`config.mk`:
```
export PLATFORM = sky130hd
export DESIGN_NAME = nco_voice_scheduler_flat
export DESIGN_NICKNAME = d
export VERILOG_FILES = /design/src/rtl/nco_voice_scheduler_if.sv /design/src/rtl/nco_voice_scheduler.sv /design/src/flat_wrapper.sv
export SDC_FILE = /design/constraint.sdc
export NUM_CORES = 1
export LEC_CHECK = 0
export CORE_UTILIZATION = 45
export DETAILED_ROUTE_END_ITERATION = 8
export PLACE_DENSITY = 0.67
export SETUP_SLACK_MARGIN = 0.4
export SYNTH_ARGS = -nofsm -noshare
export SYNTH_HDL_FRONTEND = slang
export SYNTH_SLANG_ARGS = --single-unit
export TNS_END_PERCENT = 50
```
`constraint.sdc`:
```
create_clock -name master_clk -period 5 [get_ports master_clk]
set_input_delay 0.5 -clock master_clk [delete_from_list [all_inputs] [get_ports master_clk]]
set_output_delay 0.5 -clock master_clk [all_outputs]
set_load 0.01 [all_outputs]
```
`src/rtl/nco_voice_scheduler_if.sv`:
```
// Start/done handshake between the voice scheduler and the shared NCO interpolation core.
// The master side issues phases and the slave side (the core) returns samples.
interface nco_voice_scheduler_if #(
  parameter int unsigned ACC_W    = 32,
  parameter int unsigned SAMPLE_W = 16
);
  logic                       core_start;
  logic [ACC_W-1:0]           core_phase;
  logic                       core_done;
  logic signed [SAMPLE_W-1:0] core_sample;

  modport master (
    output core_start,
    output core_phase,
    input  core_done,
    input  core_sample
  );

  modport slave (
    input  core_start,
    input  core_phase,
    output core_done,
    output core_sample
  );
endinterface

```
`src/rtl/nco_voice_scheduler.sv`:
```
// Shares one stateless NCO core across NUM_VOICES phase accumulators, one frame per
// sample_clk_en, and mixes the returned samples into a saturated output.
module nco_voice_scheduler #(
  parameter int unsigned NUM_VOICES = 4,
  parameter int unsigned ACC_W      = 32,
  parameter int unsigned SAMPLE_W   = 16
) (
  input  logic                          master_clk,
  input  logic                          rst,
  input  logic                          sample_clk_en,
  input  logic [NUM_VOICES-1:0]         voice_enable,
  input  logic [NUM_VOICES*ACC_W-1:0]   voice_increment,
  nco_voice_scheduler_if.master         core,
  output logic signed [SAMPLE_W-1:0]    mix_output,
  output logic                          mix_valid,
  output logic                          sample_overrun,
  output logic                          busy
);

  localparam int unsigned VoiceW = (NUM_VOICES > 1) ? $clog2(NUM_VOICES) : 1;
  localparam int unsigned SumW   = SAMPLE_W + $clog2(NUM_VOICES) + 1;
  localparam logic signed [SumW-1:0] SumMax = SumW'((64'sd1 <<< (SAMPLE_W - 1)) - 64'sd1);
  localparam logic signed [SumW-1:0] SumMin = SumW'(-(64'sd1 <<< (SAMPLE_W - 1)));

  typedef enum logic [2:0] {StIdle, StAdvance, StDispatch, StWait, StOutput} state_e;

  state_e                     state_q, state_d;
  logic [NUM_VOICES-1:0]      en_q, en_d;
  logic [ACC_W-1:0]           phase_q [NUM_VOICES];
  logic [ACC_W-1:0]           phase_d [NUM_VOICES];
  logic [VoiceW-1:0]          voice_q, voice_d;
  logic signed [SumW-1:0]     sum_q, sum_d;
  logic signed [SumW-1:0]     sample_ext;
  logic signed [SAMPLE_W-1:0] sat;
  logic                       last_voice;
  logic                       start_d;

  logic                       core_start_q;
  logic [ACC_W-1:0]           core_phase_q;
  logic signed [SAMPLE_W-1:0] mix_output_q;
  logic                       mix_valid_q;
  logic                       overrun_q;
  logic                       busy_q;

  assign last_voice = (voice_q == VoiceW'(NUM_VOICES - 1));
  assign sample_ext = SumW'(core.core_sample);

  always_comb begin
    state_d = state_q;
    en_d    = en_q;
    voice_d = voice_q;
    sum_d   = sum_q;
    phase_d = phase_q;
    unique case (state_q)
      StIdle: begin
        if (sample_clk_en) begin
          en_d    = voice_enable;
          sum_d   = '0;
          voice_d = '0;
          state_d = StAdvance;
        end
      end
      StAdvance: begin
        // Muted voices park at zero so key-on always starts from phase 0.
        for (int i = 0; i < int'(NUM_VOICES); i++) begin
          phase_d[i] = en_q[i] ? phase_q[i] + voice_increment[i*ACC_W +: ACC_W] : '0;
        end
        state_d = StDispatch;
      end
      StDispatch: begin
        if (en_q[voice_q]) begin
          state_d = StWait;
        end else if (last_voice) begin
          state_d = StOutput;
        end else begin
          voice_d = voice_q + VoiceW'(1);
        end
      end
      StWait: begin
        if (core.core_done) begin
          sum_d = sum_q + sample_ext;
          if (last_voice) begin
            state_d = StOutput;
          end else begin
            voice_d = voice_q + VoiceW'(1);
            state_d = StDispatch;
          end
        end
      end
      StOutput: state_d = StIdle;
      default:  state_d = StIdle;
    endcase
  end

  // core_start is registered but lines up with the DISPATCH cycle of an enabled voice.
  assign start_d = (state_d == StDispatch) && en_q[voice_d];

  always_comb begin
    if (sum_q > SumMax) begin
      sat = {1'b0, {(SAMPLE_W-1){1'b1}}};
    end else if (sum_q < SumMin) begin
      sat = {1'b1, {(SAMPLE_W-1){1'b0}}};
    end else begin
      sat = sum_q[SAMPLE_W-1:0];
    end
  end

  always_ff @(posedge master_clk or negedge rst) begin
    if (!rst) begin
      state_q      <= StIdle;
      en_q         <= '0;
      voice_q      <= '0;
      sum_q        <= '0;
      for (int i = 0; i < int'(NUM_VOICES); i++) phase_q[i] <= '0;
      core_start_q <= 1'b0;
      core_phase_q <= '0;
      mix_output_q <= '0;
      mix_valid_q  <= 1'b0;
      overrun_q    <= 1'b0;
      busy_q       <= 1'b0;
    end else begin
      state_q      <= state_d;
      en_q         <= en_d;
      voice_q      <= voice_d;
      sum_q        <= sum_d;
      phase_q      <= phase_d;
      core_start_q <= start_d;
      if (start_d) core_phase_q <= phase_d[voice_d];
      mix_valid_q  <= (state_q == StOutput);
      if (state_q == StOutput) mix_output_q <= sat;
      if (sample_clk_en && (state_q != StIdle)) overrun_q <= 1'b1;
      busy_q       <= (state_d != StIdle);
    end
  end

  assign core.core_start = core_start_q;
  assign core.core_phase = core_phase_q;
  assign mix_output      = mix_output_q;
  assign mix_valid       = mix_valid_q;
  assign sample_overrun  = overrun_q;
  assign busy            = busy_q;

endmodule

```
`src/flat_wrapper.sv`:
```
// flat-port wrapper written by rule: the top's interface ports become plain ports
module nco_voice_scheduler_flat 
#(
  parameter int unsigned NUM_VOICES = 4,
  parameter int unsigned ACC_W      = 32,
  parameter int unsigned SAMPLE_W   = 16
)
  (master_clk, rst, sample_clk_en, voice_enable, voice_increment, mix_output, mix_valid, sample_overrun, busy, core_core_start, core_core_phase, core_core_done, core_core_sample);
  nco_voice_scheduler_if #(.ACC_W(ACC_W), .SAMPLE_W(SAMPLE_W)) core_i ();
  input  logic master_clk;
  input  logic rst;
  input  logic sample_clk_en;
  input  logic [NUM_VOICES-1:0] voice_enable;
  input  logic [NUM_VOICES*ACC_W-1:0] voice_increment;
  output logic signed [SAMPLE_W-1:0] mix_output;
  output logic mix_valid;
  output logic sample_overrun;
  output logic busy;
  output wire logic [$bits(core_i.core_start)-1:0] core_core_start;
  output wire logic [$bits(core_i.core_phase)-1:0] core_core_phase;
  input wire logic [$bits(core_i.core_done)-1:0] core_core_done;
  input wire logic [$bits(core_i.core_sample)-1:0] core_core_sample;
  assign core_core_start = core_i.core_start;
  assign core_core_phase = core_i.core_phase;
  assign core_i.core_done = core_core_done;
  assign core_i.core_sample = core_core_sample;
  nco_voice_scheduler #(.NUM_VOICES(NUM_VOICES), .ACC_W(ACC_W), .SAMPLE_W(SAMPLE_W)) u_core (.master_clk(master_clk), .rst(rst), .sample_clk_en(sample_clk_en), .voice_enable(voice_enable), .voice_increment(voice_increment), .core(core_i), .mix_output(mix_output), .mix_valid(mix_valid), .sample_overrun(sample_overrun), .busy(busy));
endmodule
```
==> run metrics, run 1 <==
Max clock buf depth=3; post-DP HPWL=39200 µm; yosys synthesis warning count=0; worst path bufs/invs=0; synthesized area=16200 µm²; DP Cell Count=2492; Syn Area/Cell=8.53 µm²; CP top delay family=simple AND/OR/NAND/NOR gates; ANT nets after route=0; clock sinks=208; synthesized flop and latch total=208; clock transition at the registers of the reported paths=0.06 ns; vias=15200; CTS Hold Bufs=0; DP Area=18700 µm²; Leak=8.87 nW; area taken by flip-flops and latches=5200 µm²; vias per inst=5.98; sequential share of the synthesized area=32.1%; max incr delay on CP=0.85 ns; final instance area=19500 µm²; critical path type=reg2reg; clk_lat worst skew=0.53 ns; CP cell instances=nor2_1 -> and2_1 -> nand2_1 -> o311ai_0 -> nor3_1 -> o31ai_1 -> o22a_1; PortBufs=203; DRC=0; total grt overflow=0; First-pass DRT Iterations=6; crit share post-route=76.7%; arrival time worst endpoint=4.30 ns; worst slew pin tran=0.982 ns; main area contributors after synthesis=dfrtp_1 (32%), ha_1 (11%), nand2_1 (5.9%); crit start category=flop; Routed WL per cell=20.4 µm; HP Class=in2async; crit path to=u_core.core.core_phase[25]; dominant synthesized flop cell=dfrtp_1; slowest CP cell=and2_1; Mapped Nets=2199; antenna violations before repair=0; cells on worst reg2reg path=7; CP max FO=23; placer's final routability congestion estimate=0.955; diode count=0; Final setup viols=0; H-tree Lvls=1; die area=36800 µm²; final net count=2356; share of the synthesized area in the top cell type=32.1%; Required @ worst endpoint=5.46 ns; Slew Limit Fails=0; fmax=261 MHz; Worst Setup SP=u_core.state_q[1]; post-layout util=54.9%; root buf cell=clkbuf_16; Async SR Flop Fraction=100%; vias in the first global route=14700; PostCTS Resize Cnt=0; cell taking the most area after synthesis=dfrtp_1; Finished Layout Cells=2536; final wirelength=51700 µm; reg2reg setup slack=1.17 ns; RSZ-0062 raised after global routing=no; CTS tree=yes; TritonCTS buffer count=24; multi-input logic area=10500 µm²; Reg2Reg Launch Point=u_core.state_q[1]; die width=192 µm; Hold WS=0.0606 ns; WP depth=7; core area=35500 µm²; Hold Vio Cnt, Final=0; critical path endpoint category=flop; layout filler cell count=3282; Initial Util=45.7%; Max-slew headroom=33.7%; Post-Synthesis Cells=1900; status=finished clean; total negative slack=0 ns; Worst Skew=0.0125 ns; Reg-to-Reg End=u_core.core.core_phase[25]; Initial DRC Count=1059; Commonest cells post-synth=nand2_1 (257), dfrtp_1 (208), o21ai_0 (175); Max Cap Violations=0; fin crit period=3.83 ns; count leader, synth=nand2_1; pwr dens=631 nW/µm²; worst vdd ir=0.348 mV; largest net degree at the start of global routing=100; first-pass GRT wire length=80200 µm; post-CTS setup buffer count=0; Area Overhead vs Synth=20.2%; Tot GR Track Use=27.9%; Unique masters post-synth=80; Top-Level Pins=204; layout cells sized above 1=5.88%; number of enable flip-flop cells after synthesis=0; Die Y=192 µm; Rows=69
through the flow:
step | total power, mW | setup slack, ns
2_1_floorplan | 7.95 | 1.74
3_3_place_gp | 10.2 | 0.778
3_5_place_dp | 10.3 | 0.756
4_1_cts | 12.2 | 1.18
5_1_grt | 13.2 | 0.965
6_report | 12.3 | 1.17
cell families (layout without fill, tap and decap cells):
| kind of cell | count (synthesis) | in the layout | synth area share, % |
|---|---|---|---|
| xor+xnor | 94 | 94 | 5.08 |
| flops | 208 | 208 | 32.1 |
| fa+ha+maj | 147 | 147 | 11.6 |
| compound gates | 667 | 667 | 27.3 |
| mux | 51 | 51 | 3.40 |
| simple gates | 585 | 585 | 17.1 |
| buf+inv | 148 | 323 | 3.50 |
layout make-up:
type | instances | share of cell area [%]
multi-input cells | 1544 | 53.8
flip-flops and latches | 208 | 26.7
repair buffers | 226 | 11.3
clock buffers | 35 | 3.61
well taps | 461 | 2.96
inverters | 53 | 1.02
clock inverters | 9 | 0.552
cell usage in the layout (no fill, tap or decap), drive strengths merged, types with 7 or more instances in the layout:
cell / instances
nand2: 257
dfrtp: 208
clkdlybuf4s50: 202
o21ai: 180
ha: 142
a21oi: 138
nor2: 90
a21o: 58
xnor2: 54
inv: 53
nand3: 48
xor2: 40
nor3: 36
clkbuf: 36
a22o: 33
o211ai: 32
a211oi: 31
mux2i: 28
o21a: 27
o31ai: 27
nand4: 24
buf: 23
mux2: 22
o21bai: 18
nand2b: 18
nor2b: 17
and2: 17
a31oi: 15
or3: 14
or2: 13
and3: 13
a221oi: 13
a21boi: 9
nor3b: 8
a32o: 8
nand3b: 8
a221o: 8
o2111ai: 7
o41ai: 7
sequential cells by signal, summed over array words and instances, names as in the netlist:
name                    count
u_core.sample_overrun       1
u_core.phase_q            128
u_core.sum_q               19
u_core.mix_output          16
u_core.core.core_phase     32
u_core.en_q                 4
u_core.core.core_start      1
u_core.voice_q              2
u_core.busy                 1
u_core.mix_valid            1
u_core.state_q              3
per-layer routing:
metal | share of wire (%) | global-route usage [%] | up-vias
li1 | - | - | 7362
met1 | 45 | 37.8 | 7200
met2 | 45 | 45.6 | 518
met3 | 6.7 | 4.81 | 80
met4 | 2.5 | 7.48 | 0
met5 | 0 | 0 | -
worst reg2reg max path, delay by kind of cell, from the launching register on:
family           cells  cell delay (ns)
AND/OR/NAND/NOR      4             2.09
flip-flops           1             0.49
AO/OA/AOI/OAI        3             1.21
power breakdown:
| group | internal (mW) | switching, mW | leakage [nW] |
|---|---|---|---|
| combinational | 3.06 | 4.53 | 5.78 |
| sequential | 2.36 | 0.500 | 2.70 |
| clock | 1.08 | 0.756 | 0.393 |
worst min-delay path by stage:
stage                                 end  slack, ns  cells past startpoint
global placement     u_core.mix_output[7]       0.45                      2
CTS                 u_core.mix_output[13]       0.11                      1
detailed placement   u_core.mix_output[4]       0.46                      2
global route         u_core.mix_output[9]       0.14                      1
finish               u_core.mix_output[9]       0.06                      1
floorplan                     u_core.busy       0.20                      0
No activity file was read; power rests on OpenSTA's default activity.
==> run 2, diff against run 1 <==
Clock period 5 ns to 4 ns, I/O delays scaled along.
==> run metrics, run 2 (synthesized netlist as in run 1, its figures left out) <==
pwr dens=787 nW/µm²; Area Overhead vs Synth=22.7%; Hold Vio Cnt, Final=0; crit share post-route=87.2%; TritonCTS buffer count=25; DP Cell Count=2533; Leak=9.10 nW; Required @ worst endpoint=4.40 ns; Tot Pwr=15.7 mW; DRC=0; Top-Level Pins=204; Worst Skew=0.0169 ns; die width=192 µm; Max clock buf depth=3; Max Cap Violations=0; PortBufs=203; vias=15400; fin crit period=3.49 ns; H-tree Lvls=1; Max-slew headroom=40.9%; final wirelength=51600 µm; Finished Layout Cells=2579; CTS tree=yes; die area=36800 µm²; vias per inst=5.98; Initial Util=45.7%; post-CTS setup buffer count=0; HP Class=reg2reg; clock transition at the registers of the reported paths=0.06 ns; largest net degree at the start of global routing=100; post-DP HPWL=39700 µm; placer's final routability congestion estimate=0.946; First-pass DRT Iterations=5; critical path endpoint category=flop; total grt overflow=0; Die Y=192 µm; layout cells sized above 1=7.98%; vias in the first global route=14700; Tot GR Track Use=27.9%; RSZ-0062 raised after global routing=yes; worst vdd ir=0.514 mV; final instance area=19900 µm²; crit start category=flop; clk_lat worst skew=0.54 ns; most frequent cells in the layout=nand2_1 (256), dfrtp_1 (208), clkdlybuf4s50_1 (202); first-pass GRT wire length=80200 µm; Rows=69; Final setup viols=0; total negative slack=0 ns; ANT nets after route=0; most common cell after layout, fill and taps aside=nand2_1; clock sinks=208; fmax=287 MHz; Largest Register=u_core.phase_q; final net count=2399; status=finished clean; Slew Limit Fails=0; worst slew pin tran=0.883 ns; CP cell instances=ha_2 -> nand3_2 -> or3_4 -> or4_4 -> a21oi_4 -> nor4b_2 -> o31ai_4 -> a211oi_1 -> nor3_2 -> mux2i_1 -> o21ai_0; antenna violations before repair=1; DP Area=19000 µm²; root buf cell=clkbuf_16; max incr delay on CP=0.56 ns; CP max FO=5; Routed WL per cell=20.0 µm; arrival time worst endpoint=3.89 ns; core area=35500 µm²; Largest register FFs=128; slowest CP cell=or4_4; Initial DRC Count=1074; critical path type=reg2reg
==> run 2: cell count changes in the layout (fill, tap and decap cells not counted), sizes merged <==
cell,change
clkinvlp,-1
dlygate4sd3,+1
diode,+1
buf,+41
bufinv,+1
==> run 2: area by class of cell <==
| class | count | area, µm² |
|---|---|---|
| diodes | 1 | 2.50 |
| clock buffers | 35 | 713 |
| clock inverters | 9 | 126 |
| fillers | 3241 | 15600 |
| inverters | 53 | 199 |
| multi-input cells | 1544 | 10500 |
| flip-flops and latches | 208 | 5200 |
| well taps | 461 | 577 |
| repair buffers | 268 | 2550 |
==> run 2: worst paths after layout <==
| kind | start | cells after the start | slack (ns) | endpoint |
|---|---|---|---|---|
| worst max register to register | u_core.phase_q[88] | 11 | 0.51 | u_core.phase_q[95] |
| worst max-delay path | u_core.phase_q[88] | 11 | 0.51 | u_core.phase_q[95] |
| worst min register to register | u_core.mix_output[13] | 2 | 0.46 | u_core.mix_output[13] |
| worst min-delay path | u_core.mix_output[13] | 2 | 0.46 | u_core.mix_output[13] |
| min in group asynchronous | rst | 2 | 0.50 | u_core.mix_output[13] |
| max in group asynchronous | rst | 3 | 2.55 | u_core.core.core_phase[8] |
==> run 2: power breakdown <==
group	internal [mW]	switching, mW
combinational	4.04	5.69
clock	1.43	0.922
sequential	2.95	0.628
==> run 2: routing by layer <==
| layer | routed length, µm | GRT usage (%) | up-vias |
|---|---|---|---|
| met5 | 0 | 0 | - |
| met4 | 1700 | 9.52 | 0 |
| met3 | 3120 | 3.76 | 88 |
| met2 | 23300 | 43.9 | 497 |
| met1 | 23500 | 39.0 | 7395 |
| li1 | - | - | 7438 |
==> run 2: stage by stage <==
| step | setup WS [ns] | utilization [%] | hold slack, ns |
|---|---|---|---|
| after floorplan | 0.837 | - | 0.104 |
| after global placement | 0.0432 | 53.6 | 0.449 |
| after detailed placement | 0.0165 | 53.6 | 0.454 |
| after CTS | 0.419 | 56.0 | 0.466 |
| after global routing | 0.373 | 56.1 | 0.471 |
| final | 0.513 | 56.1 | 0.461 |
==> run 2: worst max-delay path, delay by kind of cell, from the launching register on <==
kind,cells,cell delay [ns]
AO/OA/AOI/OAI,4,0.74
flip-flops,1,0.41
multiplexers,1,0.31
AND/OR/NAND/NOR,5,1.49
adder cells (fa/ha/maj),1,0.40
==> run 2: what timing repair did <==
| action | 4_1_cts | 5_1_grt |
|---|---|---|
| hold buffers | 1 | 0 |
| gates resized for setup | 0 | 9 |
| hold endpoints to repair | 10 | 0 |
| endpoints found under the setup margin | 0 | 9 |
